[src/rtl/beep_sequencer.sv]
`default_nettype none
// ============================================================================
// Module   : beep_sequencer
// Brief    : Note sequencer feeding the PWM DAC. The host queues notes
//            (half-period, duration, amplitude) in a small FIFO; the block
//            plays them back-to-back as square waves at the DAC sample rate
//            and gates the DAC enable. Single clock domain (pwmclk).
// Options  : BEEP_SEQ_GAP_EN - insert GAP_SAMPLES silent ticks after every
//            played note (DAC stays enabled during the gap).
// Revision : 1.0 - initial release
// ============================================================================
module beep_sequencer #(
    parameter int SAMPLE_DIV  = 2500,
    parameter int DUR_UNIT    = 44,
    parameter int FIFO_DEPTH  = 8
`ifdef BEEP_SEQ_GAP_EN
    ,
    parameter int GAP_SAMPLES = 441
`endif
) (
    input  logic                          pwmclk,
    input  logic                          rst,
    input  logic                          note_valid,
    output logic                          note_ready,
    input  logic [11:0]                   note_period,
    input  logic [11:0]                   note_dur,
    input  logic [7:0]                    note_amp,
    input  logic                          abort,
    output logic [7:0]                    sample,
    output logic                          dac_enable,
    output logic                          busy,
    output logic [$clog2(FIFO_DEPTH):0]   fifo_level
);

    localparam int ADDR_W  = $clog2(FIFO_DEPTH);
    localparam int LVL_W   = ADDR_W + 1;
    localparam int DIV_W   = (SAMPLE_DIV > 1) ? $clog2(SAMPLE_DIV) : 1;
    localparam int UNIT_W  = (DUR_UNIT > 1) ? $clog2(DUR_UNIT) : 1;
    localparam int ENTRY_W = 32;

    localparam logic [DIV_W-1:0]  DIV_MAX  = DIV_W'(SAMPLE_DIV - 1);
    localparam logic [UNIT_W-1:0] UNIT_MAX = UNIT_W'(DUR_UNIT - 1);
    localparam logic [LVL_W-1:0]  LVL_FULL = LVL_W'(FIFO_DEPTH);

`ifdef BEEP_SEQ_GAP_EN
    localparam int GAP_W = (GAP_SAMPLES > 1) ? $clog2(GAP_SAMPLES) : 1;
    localparam logic [GAP_W-1:0] GAP_MAX = GAP_W'(GAP_SAMPLES - 1);

    typedef enum logic [1:0] {
        S_IDLE = 2'd0,
        S_LOAD = 2'd1,
        S_PLAY = 2'd2,
        S_GAP  = 2'd3
    } state_t;
`else
    typedef enum logic [1:0] {
        S_IDLE = 2'd0,
        S_LOAD = 2'd1,
        S_PLAY = 2'd2
    } state_t;
`endif

    // ------------------------------------------------------------------------
    // Note FIFO
    // ------------------------------------------------------------------------
    logic [ENTRY_W-1:0] mem_q [FIFO_DEPTH];
    logic [ADDR_W-1:0]  wr_ptr_q, wr_ptr_d;
    logic [ADDR_W-1:0]  rd_ptr_q, rd_ptr_d;
    logic [LVL_W-1:0]   level_q,  level_d;

    logic               w_push;
    logic               w_pop;
    logic [ENTRY_W-1:0] w_head;
    logic [11:0]        w_head_period;
    logic [11:0]        w_head_dur;
    logic [7:0]         w_head_amp;
    logic               w_more_queued;

    // ------------------------------------------------------------------------
    // Playback state
    // ------------------------------------------------------------------------
    state_t             state_q, state_d;
    logic [11:0]        period_q, period_d;
    logic [11:0]        dur_q, dur_d;
    logic [7:0]         amp_q, amp_d;
    logic               phase_q, phase_d;
    logic [DIV_W-1:0]   div_cnt_q, div_cnt_d;
    logic [11:0]        half_cnt_q, half_cnt_d;
    logic [UNIT_W-1:0]  unit_cnt_q, unit_cnt_d;
    logic [11:0]        dur_cnt_q, dur_cnt_d;
`ifdef BEEP_SEQ_GAP_EN
    logic [GAP_W-1:0]   gap_cnt_q, gap_cnt_d;
`endif

    logic [7:0]         sample_q, sample_d;
    logic               dac_enable_q, dac_enable_d;
    logic               busy_q, busy_d;

    logic               w_tick;
    logic               w_note_end;

    // A push racing abort is dropped; the head is only consumed in LOAD.
    assign w_push        = note_valid && note_ready && !abort;
    assign w_pop         = (state_q == S_LOAD) && !abort;
    assign w_head        = mem_q[rd_ptr_q];
    assign w_head_period = w_head[31:20];
    assign w_head_dur    = w_head[19:8];
    assign w_head_amp    = w_head[7:0];
    // Look at the level after this cycle's push/pop so a note pushed while
    // the previous one ends chains straight into LOAD.
    assign w_more_queued = (level_d != '0);

    assign w_tick     = (div_cnt_q == DIV_MAX);
    assign w_note_end = w_tick && (unit_cnt_q == UNIT_MAX) &&
                        ((dur_cnt_q + 12'd1) == dur_q);

    assign note_ready = (level_q != LVL_FULL);
    assign fifo_level = level_q;
    assign sample     = sample_q;
    assign dac_enable = dac_enable_q;
    assign busy       = busy_q;

    // Note storage: write the incoming note at the write pointer.
    always_ff @(posedge pwmclk) begin
        if (w_push) begin
            mem_q[wr_ptr_q] <= {note_period, note_dur, note_amp};
        end
    end

    // FIFO pointer and level update; abort empties the queue.
    always_comb begin
        wr_ptr_d = wr_ptr_q;
        rd_ptr_d = rd_ptr_q;
        level_d  = level_q;
        if (w_push) begin
            wr_ptr_d = wr_ptr_q + 1'b1;
        end
        if (w_pop) begin
            rd_ptr_d = rd_ptr_q + 1'b1;
        end
        case ({w_push, w_pop})
            2'b10:   level_d = level_q + 1'b1;
            2'b01:   level_d = level_q - 1'b1;
            default: level_d = level_q;
        endcase
        if (abort) begin
            wr_ptr_d = '0;
            rd_ptr_d = '0;
            level_d  = '0;
        end
    end

    // Next-state and counter logic of the playback FSM.
    always_comb begin
        state_d    = state_q;
        period_d   = period_q;
        dur_d      = dur_q;
        amp_d      = amp_q;
        phase_d    = phase_q;
        div_cnt_d  = div_cnt_q;
        half_cnt_d = half_cnt_q;
        unit_cnt_d = unit_cnt_q;
        dur_cnt_d  = dur_cnt_q;
`ifdef BEEP_SEQ_GAP_EN
        gap_cnt_d  = gap_cnt_q;
`endif
        case (state_q)
            S_IDLE: begin
                if (level_q != '0) begin
                    state_d = S_LOAD;
                end
            end
            S_LOAD: begin
                period_d   = w_head_period;
                dur_d      = w_head_dur;
                amp_d      = w_head_amp;
                phase_d    = 1'b1;
                div_cnt_d  = '0;
                half_cnt_d = '0;
                unit_cnt_d = '0;
                dur_cnt_d  = '0;
                // Zero-duration notes are consumed without playing anything.
                if (w_head_dur == 12'd0) begin
                    state_d = w_more_queued ? S_LOAD : S_IDLE;
                end else begin
                    state_d = S_PLAY;
                end
            end
            S_PLAY: begin
                div_cnt_d = w_tick ? '0 : div_cnt_q + 1'b1;
                if (w_tick) begin
                    // period==0 never matches in practice; sample stays 0 for rests.
                    if (half_cnt_q == (period_q - 12'd1)) begin
                        phase_d    = ~phase_q;
                        half_cnt_d = '0;
                    end else begin
                        half_cnt_d = half_cnt_q + 12'd1;
                    end
                    if (unit_cnt_q == UNIT_MAX) begin
                        unit_cnt_d = '0;
                        dur_cnt_d  = dur_cnt_q + 12'd1;
                    end else begin
                        unit_cnt_d = unit_cnt_q + 1'b1;
                    end
                end
                if (w_note_end) begin
`ifdef BEEP_SEQ_GAP_EN
                    state_d   = S_GAP;
                    gap_cnt_d = '0;
`else
                    state_d   = w_more_queued ? S_LOAD : S_IDLE;
`endif
                end
            end
`ifdef BEEP_SEQ_GAP_EN
            S_GAP: begin
                div_cnt_d = w_tick ? '0 : div_cnt_q + 1'b1;
                if (w_tick) begin
                    if (gap_cnt_q == GAP_MAX) begin
                        state_d = w_more_queued ? S_LOAD : S_IDLE;
                    end else begin
                        gap_cnt_d = gap_cnt_q + 1'b1;
                    end
                end
            end
`endif
            default: begin
                state_d = S_IDLE;
            end
        endcase
        // abort overrides whatever the FSM decided this cycle.
        if (abort) begin
            state_d    = S_IDLE;
            phase_d    = 1'b0;
            div_cnt_d  = '0;
            half_cnt_d = '0;
            unit_cnt_d = '0;
            dur_cnt_d  = '0;
`ifdef BEEP_SEQ_GAP_EN
            gap_cnt_d  = '0;
`endif
        end
    end

    // Registered outputs, derived from the current state (one-cycle lag).
    always_comb begin
        sample_d     = (state_q == S_PLAY && period_q != 12'd0 && phase_q) ? amp_q : 8'd0;
        dac_enable_d = (state_q != S_IDLE);
        busy_d       = (state_q != S_IDLE) || (level_q != '0);
        if (abort) begin
            sample_d     = 8'd0;
            dac_enable_d = 1'b0;
            busy_d       = 1'b0;
        end
    end

    // State, counter, FIFO-pointer and output registers.
    always_ff @(posedge pwmclk) begin
        if (rst) begin
            state_q      <= S_IDLE;
            period_q     <= '0;
            dur_q        <= '0;
            amp_q        <= '0;
            phase_q      <= 1'b0;
            div_cnt_q    <= '0;
            half_cnt_q   <= '0;
            unit_cnt_q   <= '0;
            dur_cnt_q    <= '0;
`ifdef BEEP_SEQ_GAP_EN
            gap_cnt_q    <= '0;
`endif
            wr_ptr_q     <= '0;
            rd_ptr_q     <= '0;
            level_q      <= '0;
            sample_q     <= '0;
            dac_enable_q <= 1'b0;
            busy_q       <= 1'b0;
        end else begin
            state_q      <= state_d;
            period_q     <= period_d;
            dur_q        <= dur_d;
            amp_q        <= amp_d;
            phase_q      <= phase_d;
            div_cnt_q    <= div_cnt_d;
            half_cnt_q   <= half_cnt_d;
            unit_cnt_q   <= unit_cnt_d;
            dur_cnt_q    <= dur_cnt_d;
`ifdef BEEP_SEQ_GAP_EN
            gap_cnt_q    <= gap_cnt_d;
`endif
            wr_ptr_q     <= wr_ptr_d;
            rd_ptr_q     <= rd_ptr_d;
            level_q      <= level_d;
            sample_q     <= sample_d;
            dac_enable_q <= dac_enable_d;
            busy_q       <= busy_d;
        end
    end

endmodule
`default_nettype wire

[config.mk]
export PLATFORM = sky130hd
export DESIGN_NAME = beep_sequencer
export DESIGN_NICKNAME = d
export VERILOG_FILES = /design/src/rtl/beep_sequencer.sv
export SDC_FILE = /design/constraint.sdc
export NUM_CORES = 1
export LEC_CHECK = 0
export BUFFER_PORTS_ARGS = -buffer_cell sky130_fd_sc_hd__buf_2
export CAP_MARGIN = 40
export CORE_UTILIZATION = 60
export CTS_CLUSTER_DIAMETER = 50
export CTS_CLUSTER_SIZE = 14
export DETAILED_ROUTE_END_ITERATION = 8
export PLACE_DENSITY = 0.77
export SKIP_LAST_GASP = 1
export SLEW_MARGIN = 20
export SYNTH_ARGS = -nofsm -noshare
export SYNTH_HDL_FRONTEND = slang
export SYNTH_SLANG_ARGS = --single-unit
[constraint.sdc]
create_clock -name pwmclk -period 6.9 [get_ports pwmclk]
set_input_delay 1.035 -clock pwmclk [delete_from_list [all_inputs] [get_ports pwmclk]]
set_output_delay 1.035 -clock pwmclk [all_outputs]
set_load 0.05 [all_outputs]
Word-level counts from Yosys, hierarchy flattened

Memory sizes are Yosys's and may differ from the RTL's. A register that Yosys moved wholly into a read port is not among the register bits.
Cells that the tools add are included.

Memory bits (writable): 256
Bits in registers: 97
Word-level logic and storage cells: 88
Input port bits: 36
Output and inout bits: 15
Memories: 1

Add/subtract/negate cells: 9
Multiplexer cells: 25
Equality and inequality tests: 14
Bitwise logic cells: 2
Reductions and logical operators: 22

Memory list:

| memory | depth | width | rd ports | clocked after memory_dff | wr ports | RTL line | text |
|---|---|---|---|---|---|---|---|
| mem_q  | 8     | 32    | 1        | 1                        | 1        | 66       | `logic [ENTRY_W-1:0] mem_q [FIFO_DEPTH];` |

Operators with widths:

| cell                    | number |
|---|---|
| $pmux W12 S2            | 3 |
| $mux W12                | 5 |
| $add A12 B1 Y12 const B | 3 |
| $eq A12 B12 Y1          | 2 |
| $eq A12 B12 Y1 const B  | 1 |
| $logic_not A12 Y1       | 1 |
| $mux W6                 | 2 |
| $pmux W6 S2             | 1 |
| $reduce_bool A12 Y1     | 1 |
| $sub A12 B1 Y12 const B | 1 |
| $ne A2 B2 Y1 const B    | 5 |
| $pmux W4 S2             | 1 |
| $reduce_bool A4 Y1      | 2 |
| $logic_and A1 B1 Y1     | 7 |
| $add A3 B1 Y3 const B   | 2 |
| $add A6 B1 Y6 const B   | 1 |
| $eq A6 B6 Y1 const B    | 1 |
| $mux W2                 | 3 |
| $mux W3                 | 2 |
| $pmux W2 S3             | 1 |
| $reduce_and A3 Y1       | 2 |
| $mux W1                 | 5 |
| $add A4 B1 Y4 const B   | 1 |
| $eq A2 B1 Y1 const B    | 2 |
| 13 further kinds        | 17 |

Logic depth before layout (Yosys ltp)

Gate-level depths: netlist (run 1).

Depth after elaboration: 10
Gate-level depth with buffers: 15
Mapped depth without buffers: 14

Least setup slack after synthesis (run 1)

Ideal clock, no wire load.

Kind: reg2reg
Start point: reg level_q[0] (netlist: fifo_level[0])
End point: mem mem_q[0][0] (enable)
Setup slack: 2.370 ns
Clock period less this slack: 4.530 ns
Stages on the path, launching flop included: 6
Setup time: 0.461 ns
Arrival time: 4.069 ns
Data required time: 6.439 ns
Buffers on the path: 0
Cell sequence: dfxtp_1 nor3_1 nand2_1 nand2_1 or3_1 nor3_1

Longest elaborated chain between the ends: 5

Ends and longest elaborated chain:

| item                             | RTL line | text |
|---|---|---|
| start: declaration               | 69       | `logic [LVL_W-1:0] level_q, level_d;` |
| start signal: assignment         | 293      | `level_q <= level_d;` |
| $ne A4 B4 Y1                     | 117      | `assign note_ready = (level_q != LVL_FULL);` |
| via note_ready                   | 24       | `output logic note_ready,` |
| $logic_and A1 B1 Y1 (2 in a row) | 103      | `assign w_push = note_valid && note_ready && !abort;` |
| $mux W1                          | 125      | `if (w_push) begin` |
| $mux W1 (not written as such)    | 126      | `mem_q[wr_ptr_q] <= {note_period, note_dur, note_amp};` |
| end: declaration                 | 66       |  |

The timed path passes the listed nets, and every way through them passes these cells.

Final worst setup path (run 1)

Start point: reg state_q[1]
End point: reg state_q[0]

Longest elaborated chain between the ends: 9
Elaborated cells between the ends (all ways): 16
Those cells by class: eq/ne: 6; mux: 6; reduce/logical: 4

Ends and longest elaborated chain:

| item                                         | RTL line | text |
|---|---|---|
| start: declaration                           | 82       | `state_t state_q, state_d;` |
| start signal: assignment                     | 279      | `state_q <= state_d;` |
| $eq A2 B1 Y1                                 | 104, 167 |  |
| $logic_and A1 B1 Y1                          | 104      | `assign w_pop = (state_q == S_LOAD) && !abort;` |
| $eq A2 B1 Y1 or $eq A2 B2 Y1 (tied branches) | 141      | `case ({w_push, w_pop})` |
| $pmux W4 S2                                  | 141      |  |
| $mux W4                                      | 146      | `if (abort) begin` |
| $reduce_bool A4 Y1                           | 111      | `assign w_more_queued = (level_d != '0);` |
| $mux W1                                      | 184, 211 |  |
| $mux W2, on equally long branches            | 206, 183 |  |
| $pmux W2 S3                                  | 167      | `case (state_q)` |

Several ways; a longest one is shown, not always the timed one. The select of a mux whose other input is x is not followed.
A chain may end at the register's enable or synchronous reset.

==> metrics.yaml, run 1 <==
power_and_ir_drop:
  power_frac_seq_pct: 54.9
  power.switching_mw: 0.883
  p_sw_share_pct: 20.8
  fin_total_pwr_mw: 4.24
  vdd_ir_drop_max_v: 0.000292
  intPower_mw: 3.36
  power_density_nw_per_um2: 260
  p_clk_share_pct: 41.3
  p_leak_nw: 5.22
  combinationalPowerShare_pct: 3.8
setup_path:
  cp.arrival_ps: 3760
  reg2reg_from: "state_q[1]"
  required_ps: 7320
  cp-end-kind: "register"
  setup.worst_path.class: "register to register"
  crit_path_start_kind: "register"
  worstSetupStartpoint: "state_q[1]"
  cp_max_fo: 70
placed_design:
  globalplace.congestion: 0.870
  io_buffers: 50
  place_hpwl_um: 16500
min_path:
  hold_path.class: "register to register"
  hold_path_startpoint: "amp_q[6]"
sta:
  period_share_pct: 48.4
  finClkSkew_ps: 16.0
  fin_crit_ps: 3340
  fin_setup_tns_ps: 0
  relSlewSlack_pct: 44.6
  rsz0062_at_grt: "no"
  max_freq_ghz: 0.300
  setup_viol: 0
  maxSlewViolCount: 0
  hold_viol: 0
  max_slew.worst_pin.slew_ps: 828
detailed_routing:
  ant_nets: 0
  drc: 0
  routed_wl_um: 28300
  drtPass1Iterations: 5
  via_count: 8403
  vias_per_cell: 6.05
  wl_per_cell_um: 20.3
  first_iter_violations: 682
clocking:
  clk_latency_ps: 510
  numCtsBuffers: 34
  post_cts_buffers: 0
  clk_pin_slew_ps: 60
  cts_hold_buffers: 0
  clockBufferDepth: 3
  root_buffer: "clkbuf_16"
  cts_tree: "yes"
  cts-resized-gates: 0
  htree_levels: 2
  clock-sinks: 356
synth:
  synth_top_family_by_area: "multiplexers"
  syn_area_um2: 14600
  yosysWarnings: 0
  ys_seq_area_share_pct: 66.3
  synth_compound_area_share_pct: 5.36
  yosysUniqueCellTypes: 60
  avgSynthCellArea_um2: 14.7
  synth_edf_count: 256
  synth_ff_type: "edfxtp_1"
  synth_xor_xnor_area_share_pct: 3.06
  synth_adder_area_share_pct: 1.28
  async_flop_share_pct: 0
  synth.ff_latch_count: 356
  synth_nets: 1048
  synthSimpleGateAreaFrac_pct: 9.90
  synth_mux_area_share_pct: 12.4
  synthCells: 997
global_route:
  antenna_found_initial: 1
  track_usage_pct: 23.6
  grt_remaining_overflow: 0
  grt_pass1_wl_um: 44600
  grt_pass1_vias: 8226
  grt_max_degree: 71
final_layout:
  utilization_pct: 68.7
  layout-drive-gt1-share_pct: 17.8
  nFillCells: 1614
  antenna_cells: 0
  area_growth_pct: 11.3
  fin_nets: 1096
floorplanning:
  row_count: 56
  start_util_pct: 61.7
  core-area_um2: 23700
  fp.dieArea_um2: 25000
  io_pins: 51
  die_h_um: 158
  fp.dieW_um: 158
job:
  max_cap_violations: 0
run_status:
  status: "finished, final reports clean"
-- kinds of logic (layout without fill, tap and decap cells) --
| logic type | Yosys count | after routing |
|---|---|---|
| and+or+nand+nor | 291 | 291 |
| muxes | 101 | 101 |
| adders and majority gates | 15 | 15 |
| buffers and inverters | 62 | 136 |
| DFF | 356 | 356 |
| AOI/OAI and AO/OA | 121 | 121 |
| xor gates and xnor gates | 51 | 51 |
-- final cells by class --
type	count	area (um^2)	area share, %
clock buffers	52	960	5.90
clock inverters	10	92.6	0.569
inverters	10	37.5	0.231
multi-input cells	579	4730	29.1
flip-flops and latches	356	9700	59.6
well taps	319	399	2.45
repair buffers	64	355	2.18
-- cells in the final DEF (no fill, tap or decap), types with 14 or more instances in the layout --
cell type and instances:
edfxtp_1 256, dfxtp_1 97, nor2_1 88, mux4_2 64, nand2_1 59, buf_2 50
mux2i_1 37, clkbuf_16 35, a211oi_1 34, xnor2_1 32, a21oi_1 30, nand3_1 24
xor2_1 19, and2_1 19, nor3_1 18, o21ai_1 18, clkbuf_1 15, ha_1 14
buf_4 14
-- flip-flops by register name, indices dropped and copies added, names as in the netlist, 4 cells and up, named ones only --
| register | cells |
|---|---|
| div_cnt_q | 12 |
| mem_q | 256 |
| fifo_level | 4 |
| period_q | 12 |
| dur_cnt_q | 12 |
| sample | 8 |
| amp_q | 8 |
| unit_cnt_q | 6 |
| dur_q | 12 |
| half_cnt_q | 12 |
-- Yosys cell counts (2+ instances only) --
library cell / count / area, um^2
or3_1: 9 / 56.3
buf_1: 8 / 30.0
or4_4: 2 / 22.5
xnor2_1: 32 / 280
o211ai_1: 9 / 67.6
and4_1: 3 / 26.3
dfxtp_1: 100 / 2000
or4b_1: 2 / 20.0
nor3_1: 20 / 100
a21oi_1: 30 / 150
xor2_1: 19 / 166
nor4_1: 3 / 18.8
mux4_2: 64 / 1440
o21ai_1: 18 / 90.1
nor2b_1: 12 / 75.1
a31oi_1: 3 / 18.8
ha_1: 15 / 188
o21ai_0: 9 / 45.0
nand2_1: 59 / 221
nand3_1: 24 / 120
mux2i_1: 37 / 370
or4_1: 7 / 52.6
o32ai_1: 2 / 17.5
and3_1: 6 / 37.5
nand2b_1: 7 / 43.8
buf_2: 2 / 10.0
nor2_1: 94 / 353
buf_6: 2 / 22.5
and2_1: 19 / 119
nand3b_1: 5 / 37.5
edfxtp_1: 256 / 7690
clkbuf_1: 40 / 150
a211oi_1: 34 / 255
inv_1: 10 / 37.5
nand4_1: 10 / 62.6
-- layer usage --
layer	track usage, %	part of all wire [%]	vias up
met2	39.2	49	242
met4	5.77	1.6	2
met5	0	0.046	-
met1	32.6	43	4201
met3	4.27	6.3	48
li1	-	-	3910
-- critical path, cell delays in order, from the launching register on --
cell and delay, ps:
dfxtp_1 330, inv_1 90, ha_2 160, buf_4 580
nor2b_1 320, ha_1 340, xor2_1 110, ha_1 180
a21oi_1 150, xor2_1 170, nor2_1 70, xnor2_1 160
a311o_1 330, o32ai_1 240
-- metrics by stage --
step | setup WS [ps] | instance area [um^2] | hold slack (ps) | cells
after floorplan | 2370 | 14600 | 431 | 997
after global placement | 3650 | 15200 | 438 | 1327
after detailed placement | 3590 | 15200 | 443 | 1328
after CTS | 3580 | 16300 | 458 | 1390
after global routing | 3330 | 16300 | 480 | 1390
final | 3560 | 16300 | 452 | 1390
-- power groups by stage --
stage | Clock (mW) | Combinational [mW] | Sequential, mW
after floorplan | 0 | 0.107 | 2.37
after global placement | 0 | 0.154 | 2.37
after detailed placement | 0 | 0.159 | 2.37
after CTS | 1.78 | 0.161 | 2.33
after global routing | 1.86 | 0.177 | 2.33
final | 1.75 | 0.160 | 2.33
-- path summary, 6_finish.rpt --
kind,end,slack [ps],depth (start not counted)
worst max-delay path,state_q[0],3560,13
worst min-delay path,sample[6],450,1
worst max register to register,state_q[0],3560,13
worst min register to register,sample[6],450,1
Power figures use the tool's default switching activity.
==> run 2, diff against run 1 <==
Clock period 6.9 ns to 3.5 ns, I/O delays scaled along.
==> metrics.yaml, run 2 (same netlist as run 1, synthesis figures left out) <==
floorplanning:
  core-area_um2: 23700
  fp.dieArea_um2: 25000
  io_pins: 51
  die_h_um: 158
  start_util_pct: 61.7
  fp.dieW_um: 158
  row_count: 56
sta:
  period_share_pct: 89.9
  whs_ps: 268
  max_slew.worst_pin.slew_ps: 806
  fin_crit_ps: 3150
  relSlewSlack_pct: 46.1
  maxSlewViolCount: 0
  setup_viol: 0
  finClkSkew_ps: 26.3
  max_freq_ghz: 0.318
  rsz0062_at_grt: "no"
  fin_setup_tns_ps: 0
  hold_viol: 0
setup_path:
  critPathTopFamily: "simple AND/OR/NAND/NOR gates"
  worstSetupStartpoint: "period_q[2]"
  reg2reg_from: "period_q[2]"
  path_buf_inv: 0
  setup.worst_path.class: "register to register"
  crit_path_start_kind: "register"
  worst_path_max_delay_cell: "or4_1"
  critPathMaxStageDelay_ps: 720
  cp.arrival_ps: 3550
  cp_max_fo: 9
  required_ps: 3900
  cp-end-kind: "register"
  crit_top_cell: "or4_4"
  path_cells: "or4_4 > or4_4 > or4b_1 > o311a_1 > or4_1 > mux2i_1 > nor2_1"
final_layout:
  final_cells: 1400
  area_growth_pct: 11.9
  final_cell_mix: "edfxtp_1, dfxtp_1, nor2_1"
  top_register: "mem_q"
  fin_nets: 1104
  largest_reg_flops: 256
  utilization_pct: 69.1
  layout.cells.most_common: "edfxtp_1"
  layout-drive-gt1-share_pct: 18.5
clocking:
  cts_tree: "yes"
  clockBufferDepth: 3
  root_buffer: "clkbuf_16"
  clock-sinks: 356
  clk_pin_slew_ps: 60
  cts_hold_buffers: 0
  htree_levels: 2
  cts-resized-gates: 0
  post_cts_buffers: 0
  numCtsBuffers: 35
  clk_latency_ps: 520
power_and_ir_drop:
  power.switching_mw: 1.79
  power_density_nw_per_um2: 514
  fin_total_pwr_mw: 8.41
  p_leak_nw: 5.25
  p_sw_share_pct: 21.2
  p_clk_share_pct: 41.7
  intPower_mw: 6.62
  power_frac_seq_pct: 54.5
  combinationalPowerShare_pct: 3.8
  vdd_ir_drop_max_v: 0.000474
detailed_routing:
  vias_per_cell: 6.00
  via_count: 8401
  routed_wl_um: 28800
  wl_per_cell_um: 20.6
  drc: 0
  ant_nets: 0
  drtPass1Iterations: 5
  first_iter_violations: 643
global_route:
  top_usage_layer: "met2"
  track_usage_pct: 23.9
  met2_usage_pct: 38.6
  grtUsageMet3_pct: 3.91
  grt_remaining_overflow: 0
  grt_pass1_vias: 8192
  grt_max_degree: 70
  grt_pass1_wl_um: 44400
  antenna_found_initial: 3
  grt_util_met1_pct: 32.7
run_status:
  status: "finished, final reports clean"
placed_design:
  dp.cells: 1335
  place_hpwl_um: 16500
  io_buffers: 50
  globalplace.congestion: 0.854
min_path:
  hold_path_startpoint: "note_amp[0]"
  hold_path.class: "input port to register"
job:
  max_cap_violations: 0
-- run 2: path summary, 6_finish.rpt --
check	end	slack, ps	cells past startpoint
worst max register to register	phase_q	350	7
worst max-delay path	phase_q	350	7
worst min register to register	sample[0]	460	1
worst min-delay path	mem_q[0][0]	270	1
-- run 2: power groups by stage --
stage | clock (mW) | sequential, mW | combinational (mW)
5_1_grt | 3.72 | 4.59 | 0.350
3_5_place_dp | 0 | 4.68 | 0.315
3_3_place_gp | 0 | 4.67 | 0.307
6_report | 3.51 | 4.59 | 0.317
4_1_cts | 3.57 | 4.59 | 0.318
2_1_floorplan | 0 | 4.67 | 0.211
-- run 2: layout make-up --
class	count	area (um^2)
Sequential cell	356	9700
Fill cell	1595	7330
Multi-Input combinational cell	579	4750
Clock buffer	50	953
Timing Repair Buffer	71	408
Tap cell	319	399
Clock inverter	13	109
Inverter	10	37.5
Antenna cell	2	5.00
-- run 2: layer usage --
layer | vias up | share of wire [%] | wire length (um)
met1 | 4172 | 43 | 12300
met2 | 235 | 49 | 14000
met4 | 2 | 2.8 | 803
met3 | 63 | 5.7 | 1630
li1 | 3929 | - | -
met5 | - | 0.045 | 13
-- run 2: through the flow --
step | setup WS [ps] | area [um^2]
after detailed placement | 389 | 15300
after global placement | 432 | 15300
after floorplan | -148 | 14600
after CTS | 373 | 16400
after global routing | 215 | 16400
final | 353 | 16400
-- run 2: worst register-to-register path: cells and delay by family, from the launching register on --
kind / cells / cell delay (ps)
AO/OA/AOI/OAI: 1 / 120
flip-flops: 1 / 370
multiplexers: 1 / 230
AND/OR/NAND/NOR: 5 / 2320
